**config.mk**
```make
export PLATFORM = sky130hd
export DESIGN_NAME = mprj_wb_responder
export DESIGN_NICKNAME = d
export VERILOG_FILES = /design/src/rtl/mprj_wb_pkg.sv /design/src/rtl/mprj_wb_fifo.sv /design/src/rtl/mprj_wb_responder.sv
export SDC_FILE = /design/constraint.sdc
export NUM_CORES = 1
export LEC_CHECK = 0
export BUFFER_PORTS_ARGS = -buffer_cell sky130_fd_sc_hd__clkbuf_2
export CAP_MARGIN = 20
export CORE_UTILIZATION = 28
export DETAILED_ROUTE_END_ITERATION = 8
export GPL_TIMING_DRIVEN = 1
export HOLD_SLACK_MARGIN = 0.05
export PLACE_DENSITY_LB_ADDON = 0.3
export SLEW_MARGIN = 0
export SYNTH_ARGS = -nofsm -noshare
export SYNTH_HDL_FRONTEND = slang
export SYNTH_SLANG_ARGS = --single-unit
```
**constraint.sdc**
```tcl
create_clock -name wb_clk_i -period 10.25 [get_ports wb_clk_i]
set_clock_uncertainty 0.05 [all_clocks]
set_input_delay 1.025 -clock wb_clk_i [delete_from_list [all_inputs] [get_ports wb_clk_i]]
set_output_delay 1.025 -clock wb_clk_i [all_outputs]
set_load 0.005 [all_outputs]
```
**src/rtl/mprj_wb_pkg.sv**
```systemverilog
// Shared constants for the user-project wishbone responder: register offsets,
// CTRL/STATUS bit positions, bus widths and a byte-lane merge helper.
package mprj_wb_pkg;

    localparam int DATA_W  = 32;
    localparam int MATCH_W = 24;

    // Word indices (adr[7:2]) of the mapped registers
    localparam logic [5:0] OFF_CTRL    = 6'h00;
    localparam logic [5:0] OFF_STATUS  = 6'h01;
    localparam logic [5:0] OFF_FIFO    = 6'h02;
    localparam logic [5:0] OFF_RELOAD  = 6'h03;
    localparam logic [5:0] OFF_COUNT   = 6'h04;
    localparam logic [5:0] OFF_SCRATCH = 6'h05;

    localparam int CTRL_TIMER_EN = 0;
    localparam int CTRL_TIRQ_EN  = 1;
    localparam int CTRL_FIRQ_EN  = 2;
    localparam int CTRL_EIRQ_EN  = 3;
    localparam int CTRL_FIFO_CLR = 4;

    localparam int ST_EMPTY     = 0;
    localparam int ST_FULL      = 1;
    localparam int ST_COUNT_LSB = 4;
    localparam int ST_TPEND     = 9;
    localparam int ST_OVF       = 10;
    localparam int ST_UDF       = 11;

    function automatic logic [DATA_W-1:0] byte_merge(
        input logic [DATA_W-1:0] old_val,
        input logic [DATA_W-1:0] wdata,
        input logic [3:0]        sel
    );
        logic [DATA_W-1:0] res;
        res = old_val;
        for (int b = 0; b < 4; b++) begin
            if (sel[b]) res[8*b +: 8] = wdata[8*b +: 8];
        end
        return res;
    endfunction

endpackage

```
**src/rtl/mprj_wb_fifo.sv**
```systemverilog
// Show-ahead synchronous FIFO; pushes when full and pops when empty are ignored
// (the caller flags them). clr empties it without touching stored data.
module mprj_wb_fifo #(
    parameter int DEPTH  = 8,
    parameter int DATA_W = 32
) (
    input  logic                     clk,
    input  logic                     rst,
    input  logic                     push,
    input  logic                     pop,
    input  logic                     clr,
    input  logic [DATA_W-1:0]        din,
    output logic [DATA_W-1:0]        dout,
    output logic                     empty,
    output logic                     full,
    output logic [$clog2(DEPTH):0]   count
);
    localparam int AW = $clog2(DEPTH);
    localparam logic [AW-1:0] PTR_ONE  = AW'(1);
    localparam logic [AW:0]   CNT_ONE  = (AW+1)'(1);
    localparam logic [AW:0]   CNT_FULL = (AW+1)'(DEPTH);

    logic [DATA_W-1:0] mem [DEPTH];
    logic [AW-1:0]     wr_ptr, rd_ptr;
    logic              do_push, do_pop;

    assign empty   = (count == '0);
    assign full    = (count == CNT_FULL);
    assign do_push = push & ~full & ~rst & ~clr;
    assign do_pop  = pop & ~empty & ~rst & ~clr;
    assign dout    = mem[rd_ptr];

    always_ff @(posedge clk) begin
        if (rst || clr) begin
            wr_ptr <= '0;
            rd_ptr <= '0;
            count  <= '0;
        end else begin
            if (do_push) wr_ptr <= wr_ptr + PTR_ONE;
            if (do_pop)  rd_ptr <= rd_ptr + PTR_ONE;
            case ({do_push, do_pop})
                2'b10:   count <= count + CNT_ONE;
                2'b01:   count <= count - CNT_ONE;
                default: count <= count;
            endcase
        end
    end

    always_ff @(posedge clk) begin
        if (do_push) mem[wr_ptr] <= din;
    end

endmodule

```
**src/rtl/mprj_wb_responder.sv**
```systemverilog
// Wishbone classic responder: CTRL/STATUS/SCRATCH, loopback FIFO, user IRQs.
// Define MPRJ_WB_TIMER_EN to build the reload timer (RELOAD, COUNT, timer_pend).
module mprj_wb_responder
    import mprj_wb_pkg::*;
#(
    parameter logic [31:0] BASE_ADDR  = 32'h3000_0000,
    parameter int          FIFO_DEPTH = 8
) (
    input  logic        wb_clk_i,
    input  logic        wb_rst_i,
    input  logic        wbs_cyc_i,
    input  logic        wbs_stb_i,
    input  logic        wbs_we_i,
    input  logic [3:0]  wbs_sel_i,
    input  logic [31:0] wbs_adr_i,
    input  logic [31:0] wbs_dat_i,
    output logic        wbs_ack_o,
    output logic [31:0] wbs_dat_o,
    output logic [2:0]  user_irq
);
    localparam int CNT_W = $clog2(FIFO_DEPTH) + 1;

    logic              hit, wr_en, rd_en, w1c, ctrl_wr;
    logic [5:0]        widx;
    logic [DATA_W-1:0] rdata, scratch, fifo_dout;
    logic [2:0]        irq_en;
    logic              ovf, udf;
    logic              fifo_push, fifo_pop, fifo_clr, fifo_empty, fifo_full;
    logic [CNT_W-1:0]  fifo_count;
    logic              timer_en_rd, pend_rd;
    logic [DATA_W-1:0] reload_rd, count_rd;
    logic              unused_adr;

    assign unused_adr = &{1'b0, wbs_adr_i[1:0]};

    // ~ack keeps a held strobe from being taken twice
    assign hit = wbs_cyc_i & wbs_stb_i & ~wbs_ack_o &
                 (wbs_adr_i[31 -: MATCH_W] == BASE_ADDR[31 -: MATCH_W]);
    assign widx  = wbs_adr_i[7:2];
    assign wr_en = hit & wbs_we_i;
    assign rd_en = hit & ~wbs_we_i;
    assign w1c   = wr_en & (widx == OFF_STATUS);
    assign ctrl_wr   = wr_en & (widx == OFF_CTRL) & wbs_sel_i[0];
    assign fifo_push = wr_en & (widx == OFF_FIFO);
    assign fifo_pop  = rd_en & (widx == OFF_FIFO);
    assign fifo_clr  = ctrl_wr & wbs_dat_i[CTRL_FIFO_CLR];

    mprj_wb_fifo #(
        .DEPTH  (FIFO_DEPTH),
        .DATA_W (DATA_W)
    ) u_fifo (
        .clk   (wb_clk_i),
        .rst   (wb_rst_i),
        .push  (fifo_push),
        .pop   (fifo_pop),
        .clr   (fifo_clr),
        .din   (wbs_dat_i),
        .dout  (fifo_dout),
        .empty (fifo_empty),
        .full  (fifo_full),
        .count (fifo_count)
    );

    always_ff @(posedge wb_clk_i) begin
        if (wb_rst_i) begin
            irq_en  <= '0;
            scratch <= '0;
            ovf     <= 1'b0;
            udf     <= 1'b0;
        end else begin
            if (ctrl_wr) irq_en <= wbs_dat_i[CTRL_EIRQ_EN:CTRL_TIRQ_EN];
            if (wr_en && widx == OFF_SCRATCH)
                scratch <= byte_merge(scratch, wbs_dat_i, wbs_sel_i);
            ovf <= (ovf & ~(w1c & wbs_dat_i[ST_OVF])) | (fifo_push & fifo_full);
            udf <= (udf & ~(w1c & wbs_dat_i[ST_UDF])) | (fifo_pop & fifo_empty);
        end
    end

`ifdef MPRJ_WB_TIMER_EN
    logic              timer_en, pend;
    logic [DATA_W-1:0] reload, count;

    always_ff @(posedge wb_clk_i) begin
        if (wb_rst_i) begin
            timer_en <= 1'b0;
            pend     <= 1'b0;
            reload   <= '0;
            count    <= '0;
        end else begin
            if (ctrl_wr) timer_en <= wbs_dat_i[CTRL_TIMER_EN];
            // A RELOAD write restarts the count from the new value
            if (wr_en && widx == OFF_RELOAD) begin
                reload <= byte_merge(reload, wbs_dat_i, wbs_sel_i);
                count  <= byte_merge(reload, wbs_dat_i, wbs_sel_i);
            end else if (timer_en) begin
                count <= (count == '0) ? reload : count - DATA_W'(1);
            end
            pend <= (pend & ~(w1c & wbs_dat_i[ST_TPEND])) | (timer_en & (count == '0));
        end
    end

    assign timer_en_rd = timer_en;
    assign pend_rd     = pend;
    assign reload_rd   = reload;
    assign count_rd    = count;
`else
    assign timer_en_rd = 1'b0;
    assign pend_rd     = 1'b0;
    assign reload_rd   = '0;
    assign count_rd    = '0;
`endif

    always_comb begin
        rdata = '0;
        case (widx)
            OFF_CTRL:    rdata[CTRL_EIRQ_EN:CTRL_TIMER_EN] = {irq_en, timer_en_rd};
            OFF_STATUS: begin
                rdata[ST_EMPTY]             = fifo_empty;
                rdata[ST_FULL]              = fifo_full;
                rdata[ST_COUNT_LSB +: 5]    = 5'(fifo_count);
                rdata[ST_TPEND]             = pend_rd;
                rdata[ST_OVF]               = ovf;
                rdata[ST_UDF]               = udf;
            end
            OFF_FIFO:    rdata = fifo_empty ? '0 : fifo_dout;
            OFF_RELOAD:  rdata = reload_rd;
            OFF_COUNT:   rdata = count_rd;
            OFF_SCRATCH: rdata = scratch;
            default:     rdata = '0;
        endcase
    end

    always_ff @(posedge wb_clk_i) begin
        if (wb_rst_i) begin
            wbs_ack_o <= 1'b0;
            wbs_dat_o <= '0;
            user_irq  <= '0;
        end else begin
            wbs_ack_o <= hit;
            wbs_dat_o <= rd_en ? rdata : '0;
            user_irq  <= {(ovf | udf) & irq_en[2], ~fifo_empty & irq_en[1], pend_rd & irq_en[0]};
        end
    end

endmodule
```
==> reports/results.ini <==
[clock_network]
cts.clk_slew.worst_paths_ns=0.05
root_buffer=clkbuf_16
clk-insertion-delay-late_ns=0.55
clockBufferDepth=3
cts_resized=0
hold_buffers=0
numCtsBuffers=38
cts_setup_buffers=0
htreeDepth=2
clock-sinks=341
cts_tree=yes

[power]
ir_drop_v=0.0001053
powerDensity_nw_per_um2=183.3
leakage_uw=0.005032

[synthesis]
synth-edff-count=256
synth_ff_type=edfxtp_1
syn_avg_cell_area_sq_um=18.07
netlist_instances=729
synth-async-reset-ratio_pct=0
synth_seq_cells=341
netlist_area_sq_um=13170
synth_seq_area_share_pct=71.28
yosysUniqueCellTypes=56
syn-num-nets=807
ys_warn_count=0

[worst_setup_path]
startpoint_type=input port
worstPathRequired_ns=10.62
slowest_stage=nor4_4
reg2reg_to=wbs_dat_o[10]$_SDFF_PP0_
endpoint_kind=register
crit_path_frequent_cell=nor2_1
worst-setup-path-type=in -> reg
max_stage_delay_ns=0.45
critPathTopFamily=simple AND/OR/NAND/NOR gates
cp_max_fo=6
rr_worst_depth=5
crit_arrival_ns=3.61
cp_cell_sequence=clkbuf_2 > nor4_4 > nand4_4 > nor2_1 > nand2_1 > ha_1 > xor2_1 > ha_1 > a21oi_1 > xor2_1 > nor2_1 > xnor2_1 > nor2_1
crit_buf_inv=1
r2r_slack_ns=7.16

[timing]
layout_setup_ws_ns=7.007
setup_viol=0
fin_crit_sh_pct=31.64
fmax_mhz=308.3
holdWs_ns=0.4298
hold_viol=0
tns_ns=0
rsz0062_at_grt=no
slew_violations=0
slew_headroom_pct=33.20
timing.final.crit_period_ns=3.243
tightest_slew_ns=1.002

[status]
status=completed

[final_layout]
layout_commonest_cell=edfxtp_1
finish.instance_area_sq_um=15710
drive_above_1_share_pct=33.75
num-nets-final=929
layout_common_cells=edfxtp_1, clkbuf_2, nor2_1, dfxtp_1, mux4_2
fillers=4458
area.growth.synth_to_final_pct=19.24

[detailed_routing]
dr_total_vias=6928
wl_per_cell_um=20.92
drcViolationCount=0
dr_wl_met2_mm=15.36
met1Wirelength_mm=13.62
drt_iter0_markers=421
wl_met3_mm=1.446
drt_first_pass_iters=5
dr.max_layer_used=met4
wl_mm=31.14
ant_nets=0
viasPerCell=4.656

[place]
pre_cts_slack_ns=6.439
dpl_cell_area_sq_um=14450
gp_congestion=0.7025
dp_hpwl_mm=17.16
io_buffers=105

[min_path]
hold_depth=2
worstHoldStart=u_fifo.rd_ptr[2]$_SDFFE_PP0P_
hold_class=reg -> reg

[grt]
grt_overflow=0
grt_max_degree=65
grtUsageTotal_pct=13.11
grt_first_pass_wirelength_mm=45.75
grt_pass1_vias=7189
antenna_found_initial=1

[floorplan]
initial_core_util_pct=28.35
die_w_um=218.9
core_sq_um=46460
die_h_um=218.9
row_count=79
die-area_sq_um=47920
io_pins=109

[job]
cap_viol_max_count=0

## worst min-delay path: cells and delay by family, from the launching register on
family	cells	cell delay, ns
flops	1	0.30
compound gates	2	0.13
## power by group
group,internal (uW),switching (uW)
Combinational,12.7,30.1
Clock,807,548
Sequential,1480,0.0000000659
## registers in the layout, indices dropped and copies added, names as in the netlist, 2 cells and up, named ones only
name	count
scratch	32
wbs_dat_o	32
user_irq	2
u_fifo.rd_ptr	3
u_fifo.mem	256
u_fifo.count	4
u_fifo.wr_ptr	3
irq_en	3
## metal layers
layer  track usage [%]  vias up
met5                 0        -
met4             4.792        0
met3             2.689       50
met2             22.16      153
met1             16.52     3571
li1                  -     3154
## cell usage after synthesis, drive strengths merged (3+ instances only)
library cell	count	area, sq um
dfxtp	85	1702
nor3b	6	55.05
nor4b	7	112.6
o21ai	4	20.01
nor2	83	311.6
mux2i	37	370.4
nor4	7	73.82
mux4	64	1441
buf	15	86.33
a311oi	3	26.28
mux2	32	360.4
a22oi	22	165.2
edfxtp	256	7687
nand4	5	52.55
xnor2	3	26.28
a21oi	6	30.03
clkbuf	24	90.09
nor4bb	3	30.03
xor2	3	26.28
nor3	10	106.4
nand2	9	33.78
nand3	7	35.03
a222oi	9	90.09
ha	5	62.56
## through the flow
step           total power, uW  cells  utilization, %
2_1_floorplan             1520    729               -
3_3_place_gp              1553   1418           31.11
3_5_place_dp              1555   1418           31.11
4_1_cts                   2922   1487           33.81
5_1_grt                   2973   1487           33.81
6_report                  2880   1488           33.81
## worst max-delay path by stage
| stage | start | to | slack [ns] | cells past startpoint |
|---|---|---|---|---|
| 2_1_floorplan | wbs_adr_i[9] | u_fifo.mem[1][0]$_DFFE_PP_ | 4.30 | 6 |
| 3_3_place_gp | wbs_adr_i[19] | u_fifo.count[2]$_SDFFE_PP0P_ | 6.46 | 13 |
| 3_5_place_dp | wbs_adr_i[19] | u_fifo.count[2]$_SDFFE_PP0P_ | 6.44 | 13 |
| 4_1_cts | register | wbs_dat_o[10]$_SDFF_PP0_ | 6.99 | 5 |
| 5_1_grt | wbs_adr_i[19] | u_fifo.count[2]$_SDFFE_PP0P_ | 6.69 | 13 |
| 6_report | wbs_adr_i[19] | u_fifo.count[2]$_SDFFE_PP0P_ | 7.01 | 13 |
## kinds of logic after synthesis
kind of cell	Yosys count	share of synthesized area [%]
buffers and inverters	41	1.396
xor gates and xnor gates	6	0.3990
other	1	0.02847
and+or+nand+nor	149	6.858
muxes	133	16.49
AOI/OAI and AO/OA	53	3.078
DFF	341	71.28
adders and majority gates	5	0.4749
## final cells by class
cell class              instances  area (sq um)  area share [%]
diodes                          1         2.502         0.01593
clock inverters                17         186.4           1.187
repair buffers                121         645.6           4.110
multi-input cells             347          3646           23.21
flip-flops and latches        341          9395           59.81
clock buffers                  52          1065           6.779
inverters                       2         7.507         0.04779
well taps                     607         759.5           4.835
Power figures use the tool's default switching activity.
